===== config.mk =====
export PLATFORM = sky130hd
export DESIGN_NAME = mipi_lane_hs_ctrl_flat
export DESIGN_NICKNAME = d
export VERILOG_FILES = /design/src/rtl/mipi_lane_hs_ctrl_if.sv /design/src/rtl/mipi_lane_hs_ctrl.sv /design/src/flat_wrapper.sv
export SDC_FILE = /design/constraint.sdc
export NUM_CORES = 1
export LEC_CHECK = 0
export CORE_MARGIN = 8
export CORE_UTILIZATION = 49
export CTS_CLUSTER_SIZE = 10
export DETAILED_ROUTE_END_ITERATION = 8
export GPL_TIMING_DRIVEN = 0
export PLACE_DENSITY_LB_ADDON = 0.25
export SETUP_SLACK_MARGIN = 0.02
export SKIP_CTS_REPAIR_TIMING = 1
export SYNTH_ARGS = -nofsm -noshare
export SYNTH_HDL_FRONTEND = slang
export SYNTH_SLANG_ARGS = --single-unit
export TNS_END_PERCENT = 100

===== constraint.sdc =====
create_clock -name phy_clk -period 2.2 [get_ports phy_clk]
set_clock_uncertainty 0.05 [all_clocks]
set_input_delay 0.22 -clock phy_clk [delete_from_list [all_inputs] [get_ports phy_clk]]
set_output_delay 0.22 -clock phy_clk [all_outputs]
set_load 0.01 [all_outputs]

===== src/rtl/mipi_lane_hs_ctrl_if.sv =====
// Lane-side signal bundle for the HS-entry/exit sequencer.
// The pad/deserializer side drives through master; the sequencer uses slave.
interface mipi_lane_hs_ctrl_if;
  logic        enable;
  logic        mdp_lp;
  logic        mdn_lp;
  logic        sync_found;
  logic        lane_term_en;
  logic        hs_rx_en;
  logic        sync_search;
  logic        hs_active;
  logic        sot_pulse;
  logic        eot_pulse;
  logic        err_sot;
  logic        err_ctrl;
  logic        err_timeout;
  logic [1:0]  lp_state;
  logic [15:0] burst_count;

  modport master (
    output enable, mdp_lp, mdn_lp, sync_found,
    input  lane_term_en, hs_rx_en, sync_search, hs_active,
    input  sot_pulse, eot_pulse, err_sot, err_ctrl, err_timeout,
    input  lp_state, burst_count
  );

  modport slave (
    input  enable, mdp_lp, mdn_lp, sync_found,
    output lane_term_en, hs_rx_en, sync_search, hs_active,
    output sot_pulse, eot_pulse, err_sot, err_ctrl, err_timeout,
    output lp_state, burst_count
  );
endinterface


===== src/rtl/mipi_lane_hs_ctrl.sv =====
// Per-lane D-PHY HS-entry/exit sequencer for the CSI-2 receive path.
//
// state      | meaning
// -----------+------------------------------------------------------------
// ST_STOP    | LP-11 idle, all HS enables off
// ST_HS_RQST | LP-01 seen, waiting for LP-00 bridge state
// ST_SETTLE  | termination + HS receiver on, waiting T_SETTLE_CYC
// ST_SYNC    | hunting for the sync byte, bounded by SYNC_TIMEOUT_CYC
// ST_HS      | burst in progress, ends on LP-11 or HS_TIMEOUT_CYC
// ST_ERR     | protocol error, parked until the lane returns to LP-11
//
// Every output is registered and decoded from the next state, so the
// enables and the one-cycle event pulses all change on the transition edge.
module mipi_lane_hs_ctrl #(
  parameter int T_SETTLE_CYC     = 12,
  parameter int SYNC_TIMEOUT_CYC = 64,
  parameter int HS_TIMEOUT_CYC   = 65535
) (
  input  logic                 phy_clk,
  input  logic                 resetb,
  mipi_lane_hs_ctrl_if.slave   bus
);

  typedef enum logic [2:0] {
    ST_STOP    = 3'd0,
    ST_HS_RQST = 3'd1,
    ST_SETTLE  = 3'd2,
    ST_SYNC    = 3'd3,
    ST_HS      = 3'd4,
    ST_ERR     = 3'd5
  } state_t;

  localparam logic [1:0] LP_00 = 2'b00;
  localparam logic [1:0] LP_01 = 2'b01;
  localparam logic [1:0] LP_10 = 2'b10;
  localparam logic [1:0] LP_11 = 2'b11;

  // Last count value of each timed state; the transition fires when the
  // counter already holds this value, i.e. after exactly N cycles in state.
  localparam logic [15:0] SETTLE_LAST = 16'(T_SETTLE_CYC - 1);
  localparam logic [15:0] SYNC_LAST   = 16'(SYNC_TIMEOUT_CYC - 1);
  localparam logic [15:0] HS_LAST     = 16'(HS_TIMEOUT_CYC - 1);

  logic [1:0]  lp_s1_q;
  logic [1:0]  lp_s2_q;

  state_t      state_q;
  state_t      state_nxt;
  logic [15:0] cnt_q;
  logic [15:0] cnt_nxt;
  logic [15:0] burst_cnt_q;
  logic [15:0] burst_cnt_nxt;

  logic        sot_nxt;
  logic        eot_nxt;
  logic        err_sot_nxt;
  logic        err_ctrl_nxt;
  logic        err_to_nxt;

  logic        term_nxt;
  logic        rx_nxt;
  logic        search_nxt;
  logic        active_nxt;

  logic        term_q;
  logic        rx_q;
  logic        search_q;
  logic        active_q;
  logic        sot_q;
  logic        eot_q;
  logic        err_sot_q;
  logic        err_ctrl_q;
  logic        err_to_q;

  // Two-flop synchronizer on the asynchronous LP comparator outputs; idles at LP-11.
  always_ff @(posedge phy_clk) begin
    if (!resetb) begin
      lp_s1_q <= LP_11;
      lp_s2_q <= LP_11;
    end else begin
      lp_s1_q <= {bus.mdp_lp, bus.mdn_lp};
      lp_s2_q <= lp_s1_q;
    end
  end

  // State, counters and registered outputs.
  always_ff @(posedge phy_clk) begin
    if (!resetb) begin
      state_q     <= ST_STOP;
      cnt_q       <= '0;
      burst_cnt_q <= '0;
      term_q      <= 1'b0;
      rx_q        <= 1'b0;
      search_q    <= 1'b0;
      active_q    <= 1'b0;
      sot_q       <= 1'b0;
      eot_q       <= 1'b0;
      err_sot_q   <= 1'b0;
      err_ctrl_q  <= 1'b0;
      err_to_q    <= 1'b0;
    end else begin
      state_q     <= state_nxt;
      cnt_q       <= cnt_nxt;
      burst_cnt_q <= burst_cnt_nxt;
      term_q      <= term_nxt;
      rx_q        <= rx_nxt;
      search_q    <= search_nxt;
      active_q    <= active_nxt;
      sot_q       <= sot_nxt;
      eot_q       <= eot_nxt;
      err_sot_q   <= err_sot_nxt;
      err_ctrl_q  <= err_ctrl_nxt;
      err_to_q    <= err_to_nxt;
    end
  end

  // Next-state logic: LP-11 always has priority over enable, sync and timeouts.
  always_comb begin
    state_nxt     = state_q;
    cnt_nxt       = cnt_q;
    burst_cnt_nxt = burst_cnt_q;
    sot_nxt       = 1'b0;
    eot_nxt       = 1'b0;
    err_sot_nxt   = 1'b0;
    err_ctrl_nxt  = 1'b0;
    err_to_nxt    = 1'b0;

    case (state_q)
      ST_STOP: begin
        cnt_nxt = '0;
        if (bus.enable) begin
          if (lp_s2_q == LP_01) begin
            state_nxt = ST_HS_RQST;
          end else if (lp_s2_q != LP_11) begin
            // Escape-mode and ULPS entry are not supported on this lane.
            state_nxt    = ST_ERR;
            err_ctrl_nxt = 1'b1;
          end
        end
      end

      ST_HS_RQST: begin
        cnt_nxt = '0;
        if (!bus.enable) begin
          state_nxt = ST_STOP;
        end else begin
          case (lp_s2_q)
            LP_00:   state_nxt = ST_SETTLE;
            LP_11:   state_nxt = ST_STOP;
            LP_10: begin
              state_nxt    = ST_ERR;
              err_ctrl_nxt = 1'b1;
            end
            default: state_nxt = ST_HS_RQST;
          endcase
        end
      end

      ST_SETTLE: begin
        if (lp_s2_q == LP_11) begin
          state_nxt    = ST_STOP;
          err_ctrl_nxt = 1'b1;
          cnt_nxt      = '0;
        end else if (!bus.enable) begin
          state_nxt = ST_STOP;
          cnt_nxt   = '0;
        end else if (cnt_q == SETTLE_LAST) begin
          state_nxt = ST_SYNC;
          cnt_nxt   = '0;
        end else begin
          cnt_nxt = cnt_q + 16'd1;
        end
      end

      ST_SYNC: begin
        if (lp_s2_q == LP_11) begin
          state_nxt    = ST_STOP;
          err_ctrl_nxt = 1'b1;
          cnt_nxt      = '0;
        end else if (!bus.enable) begin
          state_nxt = ST_STOP;
          cnt_nxt   = '0;
        end else if (bus.sync_found) begin
          state_nxt = ST_HS;
          sot_nxt   = 1'b1;
          cnt_nxt   = '0;
        end else if (cnt_q == SYNC_LAST) begin
          state_nxt   = ST_ERR;
          err_sot_nxt = 1'b1;
          cnt_nxt     = '0;
        end else begin
          cnt_nxt = cnt_q + 16'd1;
        end
      end

      ST_HS: begin
        // Enable is deliberately not checked: a started burst always completes.
        if (lp_s2_q == LP_11) begin
          state_nxt     = ST_STOP;
          eot_nxt       = 1'b1;
          burst_cnt_nxt = burst_cnt_q + 16'd1;
          cnt_nxt       = '0;
        end else if (cnt_q == HS_LAST) begin
          state_nxt  = ST_ERR;
          err_to_nxt = 1'b1;
          cnt_nxt    = '0;
        end else begin
          cnt_nxt = cnt_q + 16'd1;
        end
      end

      ST_ERR: begin
        cnt_nxt = '0;
        if (lp_s2_q == LP_11) begin
          state_nxt = ST_STOP;
        end
      end

      default: begin
        state_nxt = ST_STOP;
        cnt_nxt   = '0;
      end
    endcase
  end

  // Output decode from the next state so enables register on the transition edge.
  always_comb begin
    term_nxt   = 1'b0;
    rx_nxt     = 1'b0;
    search_nxt = 1'b0;
    active_nxt = 1'b0;
    case (state_nxt)
      ST_SETTLE: begin
        term_nxt = 1'b1;
        rx_nxt   = 1'b1;
      end
      ST_SYNC: begin
        term_nxt   = 1'b1;
        rx_nxt     = 1'b1;
        search_nxt = 1'b1;
      end
      ST_HS: begin
        term_nxt   = 1'b1;
        rx_nxt     = 1'b1;
        active_nxt = 1'b1;
      end
      default: begin
        term_nxt   = 1'b0;
        rx_nxt     = 1'b0;
        search_nxt = 1'b0;
        active_nxt = 1'b0;
      end
    endcase
  end

  assign bus.lane_term_en = term_q;
  assign bus.hs_rx_en     = rx_q;
  assign bus.sync_search  = search_q;
  assign bus.hs_active    = active_q;
  assign bus.sot_pulse    = sot_q;
  assign bus.eot_pulse    = eot_q;
  assign bus.err_sot      = err_sot_q;
  assign bus.err_ctrl     = err_ctrl_q;
  assign bus.err_timeout  = err_to_q;
  assign bus.lp_state     = lp_s2_q;
  assign bus.burst_count  = burst_cnt_q;

endmodule


===== src/flat_wrapper.sv =====
// flat-port wrapper written by rule: the top's interface ports become plain ports
module mipi_lane_hs_ctrl_flat 
#(
  parameter int T_SETTLE_CYC     = 12,
  parameter int SYNC_TIMEOUT_CYC = 64,
  parameter int HS_TIMEOUT_CYC   = 65535
)
  (phy_clk, resetb, bus_enable, bus_mdp_lp, bus_mdn_lp, bus_sync_found, bus_lane_term_en, bus_hs_rx_en, bus_sync_search, bus_hs_active, bus_sot_pulse, bus_eot_pulse, bus_err_sot, bus_err_ctrl, bus_err_timeout, bus_lp_state, bus_burst_count);
  mipi_lane_hs_ctrl_if bus_i ();
  input  logic phy_clk;
  input  logic resetb;
  input wire logic [$bits(bus_i.enable)-1:0] bus_enable;
  input wire logic [$bits(bus_i.mdp_lp)-1:0] bus_mdp_lp;
  input wire logic [$bits(bus_i.mdn_lp)-1:0] bus_mdn_lp;
  input wire logic [$bits(bus_i.sync_found)-1:0] bus_sync_found;
  output wire logic [$bits(bus_i.lane_term_en)-1:0] bus_lane_term_en;
  output wire logic [$bits(bus_i.hs_rx_en)-1:0] bus_hs_rx_en;
  output wire logic [$bits(bus_i.sync_search)-1:0] bus_sync_search;
  output wire logic [$bits(bus_i.hs_active)-1:0] bus_hs_active;
  output wire logic [$bits(bus_i.sot_pulse)-1:0] bus_sot_pulse;
  output wire logic [$bits(bus_i.eot_pulse)-1:0] bus_eot_pulse;
  output wire logic [$bits(bus_i.err_sot)-1:0] bus_err_sot;
  output wire logic [$bits(bus_i.err_ctrl)-1:0] bus_err_ctrl;
  output wire logic [$bits(bus_i.err_timeout)-1:0] bus_err_timeout;
  output wire logic [$bits(bus_i.lp_state)-1:0] bus_lp_state;
  output wire logic [$bits(bus_i.burst_count)-1:0] bus_burst_count;
  assign bus_i.enable = bus_enable;
  assign bus_i.mdp_lp = bus_mdp_lp;
  assign bus_i.mdn_lp = bus_mdn_lp;
  assign bus_i.sync_found = bus_sync_found;
  assign bus_lane_term_en = bus_i.lane_term_en;
  assign bus_hs_rx_en = bus_i.hs_rx_en;
  assign bus_sync_search = bus_i.sync_search;
  assign bus_hs_active = bus_i.hs_active;
  assign bus_sot_pulse = bus_i.sot_pulse;
  assign bus_eot_pulse = bus_i.eot_pulse;
  assign bus_err_sot = bus_i.err_sot;
  assign bus_err_ctrl = bus_i.err_ctrl;
  assign bus_err_timeout = bus_i.err_timeout;
  assign bus_lp_state = bus_i.lp_state;
  assign bus_burst_count = bus_i.burst_count;
  mipi_lane_hs_ctrl #(.T_SETTLE_CYC(T_SETTLE_CYC), .SYNC_TIMEOUT_CYC(SYNC_TIMEOUT_CYC), .HS_TIMEOUT_CYC(HS_TIMEOUT_CYC)) u_core (.phy_clk(phy_clk), .resetb(resetb), .bus(bus_i));
endmodule

==> results by group, run 1 <==
Final layout
  • Most frequent cells in the layout: 43 x dfxtp_1, 32 x clkdlybuf4s50_1, 15 x and2_1, 15 x xor2_1, 13 x inv_1
  • Core Util, Final: 64.5%
  • Nets: 306
  • Layout Cells excl Fill: 348
  • Register Area: 948 um2
  • Antenna Cells: 0
  • Most common cell after layout, fill and taps aside: dfxtp_1
  • Combined area of the multi-input logic cells: 1360 um2
  • Layout cell share with drive strength beyond 1: 18.7%
  • Layout area overhead: 29.1%
  • Fill cells: 392

Yosys
  • Count of cell types in the netlist: 55
  • Sequential area share after synthesis: 40.4%
  • Asr flop ratio synth: 0%
  • #FFs+latches synth: 47
  • Cells after Synth: 245
  • Mean area per synthesized cell: 9.50 um2
  • Number of synthesis warnings: 0
  • Ys flop type: dfxtp_1
  • Syn Std Cell Area: 2330 um2
  • Post-synth EDFFs: 0
  • Syn_nets: 258

Pwr
  • Overall Power: 1.63 mW
  • VDD IR max: 0.361 mV
  • Clock share of power: 40.4%
  • Sw power: 0.347 mW
  • Comb power frac: 6.4%
  • Power Density: 541 nW/um2
  • Seq pwr share: 53.2%
  • Leak Pwr: 1.08 nW
  • Sw frac: 21.4%
  • Int Power: 1.28 mW

Setup path
  • WP data required: 2.39 ns
  • CP Class: reg2reg
  • Max FO, Critical Path: 8
  • Worst EP arrival: 2.34 ns
  • Startpoint Class: flip-flop
  • CP Capture Type: flip-flop

GRT
  • Vias in the first global route: 1759
  • Pin count of the biggest net entering global routing: 15
  • Grt ovf: 0
  • Total GRT Usage: 13.4%
  • Initial antenna violation count: 0
  • First-pass GRT wire length: 7990 um

Route
  • Initial DRC Count: 86
  • DRC viols: 0
  • Total length of routed wires: 4960 um
  • Vias: 1877
  • WL/cell: 14.3 um
  • Number of iterations in the first detailed-routing pass: 4
  • Vias per cell: 5.39
  • Routed Antenna Nets: 0

Floorplanning
  • Die height: 84.9 um
  • Top Ports: 33
  • Die ar.: 7210 um2
  • Initial Util: 50.0%
  • Die Span X: 84.9 um
  • Rows: 25
  • Core ar.: 4660 um2

Timing
  • Relative slew slack: 63.3%
  • F_max: 465 MHz
  • Worst slew pin tran: 0.546 ns
  • Max-slew violation count: 0
  • Hold_ws: 0.362 ns
  • Final WS setup: 0.0506 ns
  • Final hold vios: 0
  • Final setup violation count: 0
  • Final cycle utilization of the critical path: 97.7%
  • Min Clock Period, post-route: 2.15 ns

Placed design
  • Placer Congestion: 0.845
  • Number of port buffers: 32
  • Pre-CTS WS: -0.166 ns
  • DPL Wire Length: 3330 um
  • Cell Count Post-Placement: 331

Clocking
  • Worst skew pair latency: 0.30 ns
  • CTS tree: done
  • CTS Buffer Depth: 2
  • CTS root buffer: clkbuf_8
  • Clk slew on worst S/H paths: 0.08 ns
  • Num CTS Buffers: 5
  • Clock sinks: 47
  • H-tree depth: 2

Hold path
  • Min-delay worst type: reg2reg

Flow run
  • Maxcap violations: 0

Status
  • Status: complete, no violations
-- synth_stat cells (2+ instances only) --
library cell | n | area share [%]
buf_2 | 2 | 0.43
nand3_1 | 11 | 2.4
dfxtp_1 | 47 | 40
nand4b_1 | 2 | 0.75
nand3b_1 | 2 | 0.64
nor2_2 | 2 | 0.54
and4_4 | 2 | 0.97
or3_1 | 4 | 1.1
xor2_1 | 15 | 5.6
a21oi_1 | 5 | 1.1
xnor2_1 | 11 | 4.1
nor3_1 | 11 | 2.4
nor2_4 | 8 | 3.9
a21boi_0 | 2 | 0.64
ha_1 | 7 | 3.8
o21ai_0 | 5 | 1.1
and2_1 | 15 | 4.0
nor4_1 | 3 | 0.81
nor2_1 | 13 | 2.1
nor3b_1 | 2 | 0.64
clkbuf_1 | 3 | 0.48
o21bai_1 | 2 | 0.64
nand4_1 | 9 | 2.4
mux2i_1 | 2 | 0.86
nand2_1 | 11 | 1.8
inv_1 | 13 | 2.1
nand2b_1 | 7 | 1.9
nor2b_1 | 2 | 0.54
-- final timing paths --
| check | endpoint | cells after the start | start | slack (ns) |
|---|---|---|---|---|
| max reg2reg | u_core.cnt_q[13] | 7 | u_core.bus.lp_state[0] | 0.05 |
| min reg2reg | u_core.bus.lp_state[1] | 1 | u_core.lp_s1_q[1] | 0.36 |
| min | u_core.bus.lp_state[1] | 1 | u_core.lp_s1_q[1] | 0.36 |
| max | u_core.cnt_q[13] | 7 | u_core.bus.lp_state[0] | 0.05 |
-- power groups by stage --
| stage | registers, mW | clock network, mW | logic [mW] |
|---|---|---|---|
| 4_1_cts | 0.865 | 0.671 | 0.0920 |
| 3_5_place_dp | 0.885 | 0 | 0.0907 |
| 6_report | 0.866 | 0.656 | 0.104 |
| 2_1_floorplan | 0.886 | 0 | 0.0541 |
| 5_1_grt | 0.867 | 0.702 | 0.113 |
| 3_3_place_gp | 0.885 | 0 | 0.0894 |
-- routing by layer --
metal	global-route usage, %	vias to the layer above	routed length [um]
li1	-	947	-
met1	14.7	881	2180
met2	23.4	43	2460
met3	4.34	6	226
met4	5.50	0	88
met5	0	-	0
-- flip-flops by register name (all words and copies together) (netlist names) --
name,count
u_core.bus.burst_count,16
u_core.bus.err_timeout,1
u_core.cnt_q,16
u_core.bus.hs_active,1
u_core.lp_s1_q,2
u_core.bus.err_ctrl,1
u_core.bus.lp_state,2
u_core.bus.sot_pulse,1
u_core.bus.lane_term_en,1
u_core.bus.sync_search,1
u_core.bus.err_sot,1
u_core.bus.eot_pulse,1
u_core.state_q,3
-- worst max-delay path, stage by stage (launching register included) --
cell	delay [ns]
dfxtp_4	0.38
ha_4	0.17
buf_6	0.12
nand4b_1	0.27
or3_1	0.38
a311o_4	0.45
clkbuf_16	0.19
nor2_4	0.09
-- per-stage QoR --
stage          cell area (um2)  setup TNS, ns
2_1_floorplan             2330              0
3_3_place_gp              2720          -1.54
3_5_place_dp              2720          -1.71
4_1_cts                   2830         -0.692
5_1_grt                   3010      -0.000474
6_report                  3010              0
-- cell type report --
class                      count  area share (%)
timing repair buffer          41            13.4
inverter                      13            1.62
clock buffer                   6            2.75
sequential                    47            31.6
buffer                         8            2.08
tap                           54            2.25
multi-input combinational    177            45.2
clock inverter                 2            1.17
-- cells by family (layout without fill, tap and decap cells) --
logic type | Yosys count | count (layout) | synth area share, %
fa+ha+maj | 7 | 7 | 3.76
xor+xnor | 26 | 26 | 9.78
buf+inv | 21 | 70 | 4.68
simple gates | 119 | 119 | 33.6
compound gates | 23 | 23 | 6.93
mux | 2 | 2 | 0.860
flops | 47 | 47 | 40.4
Power figures use the tool's default switching activity.
==> run 2: changes to the inputs <==
Settings changed: CTS_CLUSTER_SIZE 10 to 28, GPL_TIMING_DRIVEN 0 to default.
==> run 2 against run 1 <==
  * Flip-flop and latch count stayed put
  * Sequential power hardly changed
  * Via count is 5.7% lower
  * Critical endpoint is now u_core.cnt_q[5]
  * Worst hold slack hardly changed
  * Critical path type unchanged
  * Wire length is 11% lower
==> results by group, run 2 (synthesis results as in run 1) <==
Timing
  • Max-slew violation count: 0 (unchanged)
  • Hold_ws: 0.363 ns (was 0.362 ns)
  • Relative slew slack: 67.8% (was 63.3%)
  • Min Clock Period, post-route: 2.11 ns (was 2.15 ns)
  • Sum Neg Setup Slack: 0 ns (unchanged)
  • Worst slew pin tran: 0.480 ns (was 0.546 ns)
  • RSZ-0062 raised after global routing: true
  • Final hold vios: 0 (unchanged)
  • Final cycle utilization of the critical path: 95.9% (was 97.7%)
  • F_max: 474 MHz (was 465 MHz)
  • Final setup violation count: 0 (unchanged)

Flow run
  • Maxcap violations: 0 (unchanged)

Setup path
  • Max FO, Critical Path: 16 (was 8)
  • Worst R2R Start: u_core.cnt_q[0] (was u_core.bus.lp_state[0])
  • Crit path max-delay family: simple AND/OR/NAND/NOR gates (unchanged)
  • CP bufs+invs: 0 (was 2)
  • CP Class: reg2reg (unchanged)
  • CP Capture Type: flip-flop (unchanged)
  • Critical path depth: 6 (was 7)
  • Crit-path max cell delay: 0.53 ns (was 0.45 ns)
  • Critical path origin: u_core.cnt_q[0] (was u_core.bus.lp_state[0])
  • Crit path capture: u_core.cnt_q[5] (was u_core.cnt_q[13])
  • WP data required: 2.39 ns (about the same)
  • R2r setup slk: 0.09 ns (was 0.05 ns)
  • Worst EP arrival: 2.29 ns (was 2.34 ns)
  • CP max stage cell: a311o_4 (unchanged)
  • CP Cell Sequence: ha_1 > nor4b_2 > and4_4 > or3_1 > a311o_4 > nor2_1 (was ha_4 > buf_6 > nand4b_1 > or3_1 > a311o_4 > clkbuf_16 > nor2_4)
  • R2R cell count: 6 (was 7)
  • Startpoint Class: flip-flop (unchanged)
  • FF-to-FF End: u_core.cnt_q[5] (was u_core.cnt_q[13])

Clocking
  • Clk slew on worst S/H paths: 0.08 ns (about the same)
  • CTS tree: done (unchanged)
  • CTS Buffer Depth: 2 (unchanged)
  • CTS root buffer: clkbuf_8 (unchanged)
  • Worst skew pair latency: 0.30 ns (about the same)
  • Clock sinks: 47 (unchanged)
  • Num CTS Buffers: 5 (unchanged)
  • H-tree depth: 2 (unchanged)

Route
  • Vias per cell: 5.21 (was 5.39)
  • Routed Antenna Nets: 0 (unchanged)
  • WL/cell: 13.0 um (was 14.3 um)
  • Number of iterations in the first detailed-routing pass: 4 (unchanged)
  • Initial DRC Count: 104 (was 86)
  • DRC viols: 0 (unchanged)
  • Total length of routed wires: 4410 um (was 4960 um)
  • Vias: 1770 (was 1877)

Final layout
  • Nets: 298 (was 306)
  • Register Area: 941 um2 (was 948 um2)
  • Antenna Cells: 0 (unchanged)
  • Layout area overhead: 23.6% (was 29.1%)
  • Post-Layout Inst Area: 2880 um2 (was 3010 um2)
  • Core Util, Final: 61.8% (was 64.5%)
  • Layout cell share with drive strength beyond 1: 14.0% (was 18.7%)
  • Fill cells: 419 (was 392)
  • Most frequent cells in the layout: 47 x dfxtp_1, 32 x clkdlybuf4s50_1, 15 x and2_1, 15 x xor2_1 (was 43 x dfxtp_1, 32 x clkdlybuf4s50_1, 15 x and2_1, 15 x xor2_1, 13 x inv_1)
  • Most common cell after layout, fill and taps aside: dfxtp_1 (unchanged)
  • Combined area of the multi-input logic cells: 1290 um2 (was 1360 um2)

GRT
  • Pin count of the biggest net entering global routing: 19 (was 15)
  • Total GRT Usage: 12.6% (was 13.4%)
  • Grt ovf: 0 (unchanged)
  • Vias in the first global route: 1697 (was 1759)
  • First-pass GRT wire length: 7560 um (was 7990 um)
  • Initial antenna violation count: 0 (unchanged)

Floorplanning
  • Die Span X: 84.9 um (unchanged)
  • Rows: 25 (unchanged)
  • Top Ports: 33 (unchanged)
  • Die height: 84.9 um (unchanged)
  • Core ar.: 4660 um2 (unchanged)
  • Initial Util: 50.0% (unchanged)
  • Die ar.: 7210 um2 (unchanged)

Placed design
  • Placer Congestion: 0.809 (was 0.845)
  • DPL Wire Length: 3210 um (was 3330 um)
  • Placed cell area: 2720 um2 (about the same)
  • Number of port buffers: 32 (unchanged)

Hold path
  • Min-delay worst type: reg2reg (unchanged)

Pwr
  • Power Density: 596 nW/um2 (was 541 nW/um2)
  • VDD IR max: 0.288 mV (was 0.361 mV)
  • Leak Pwr: 1.04 nW (was 1.08 nW)
  • Overall Power: 1.71 mW (was 1.63 mW)

Status
  • Status: complete, no violations (unchanged)
-- run 2: stage by stage --
stage | setup slack, ns | cells
2_1_floorplan | 0.105 | 245
3_3_place_gp | 0.0656 | 332
3_5_place_dp | 0.0222 | 332
4_1_cts | 0.0377 | 340
5_1_grt | 0.00313 | 340
6_report | 0.0911 | 340
-- run 2: power by group --
part / leakage [nW] / total (mW) / switching [mW] / internal (mW)
Clock: 0.0703 / 0.758 / 0.297 / 0.461
Combinational: 0.587 / 0.0879 / 0.0415 / 0.0464
Sequential: 0.380 / 0.869 / 0.00991 / 0.859
-- run 2: how the worst min path moves through the flow --
stage / depth (start not counted) / endpoint / start
2_1_floorplan: 1 / u_core.bus.lp_state[0] / resetb
3_3_place_gp: 1 / u_core.bus.lp_state[0] / u_core.lp_s1_q[0]
3_5_place_dp: 1 / u_core.bus.lp_state[1] / u_core.lp_s1_q[1]
6_report: 1 / u_core.bus.lp_state[1] / u_core.lp_s1_q[1]
4_1_cts: 1 / u_core.bus.lp_state[1] / u_core.lp_s1_q[1]
5_1_grt: 1 / u_core.bus.lp_state[1] / u_core.lp_s1_q[1]
-- run 2: worst reg2reg max path: stages (launching register included) --
cell,delay (ns)
dfxtp_1,0.36
ha_1,0.22
nor4b_2,0.17
and4_4,0.21
or3_1,0.36
a311o_4,0.53
nor2_1,0.16
-- run 2: per-layer routing --
layer | global-route usage (%) | up-vias | wire, um
met5 | 0 | - | 0
met2 | 20.8 | 38 | 2030
met1 | 14.8 | 805 | 2110
li1 | - | 923 | -
met3 | 4.15 | 4 | 234
met4 | 4.53 | 0 | 34
-- run 2: final cells by class --
class                   instances  area share, %
well taps                      54           2.35
repair buffers                 41           13.5
flip-flops and latches         47           32.7
clock inverters                 3           2.48
multi-input cells             177           44.9
inverters                      13           1.69
clock buffers                   5           2.39
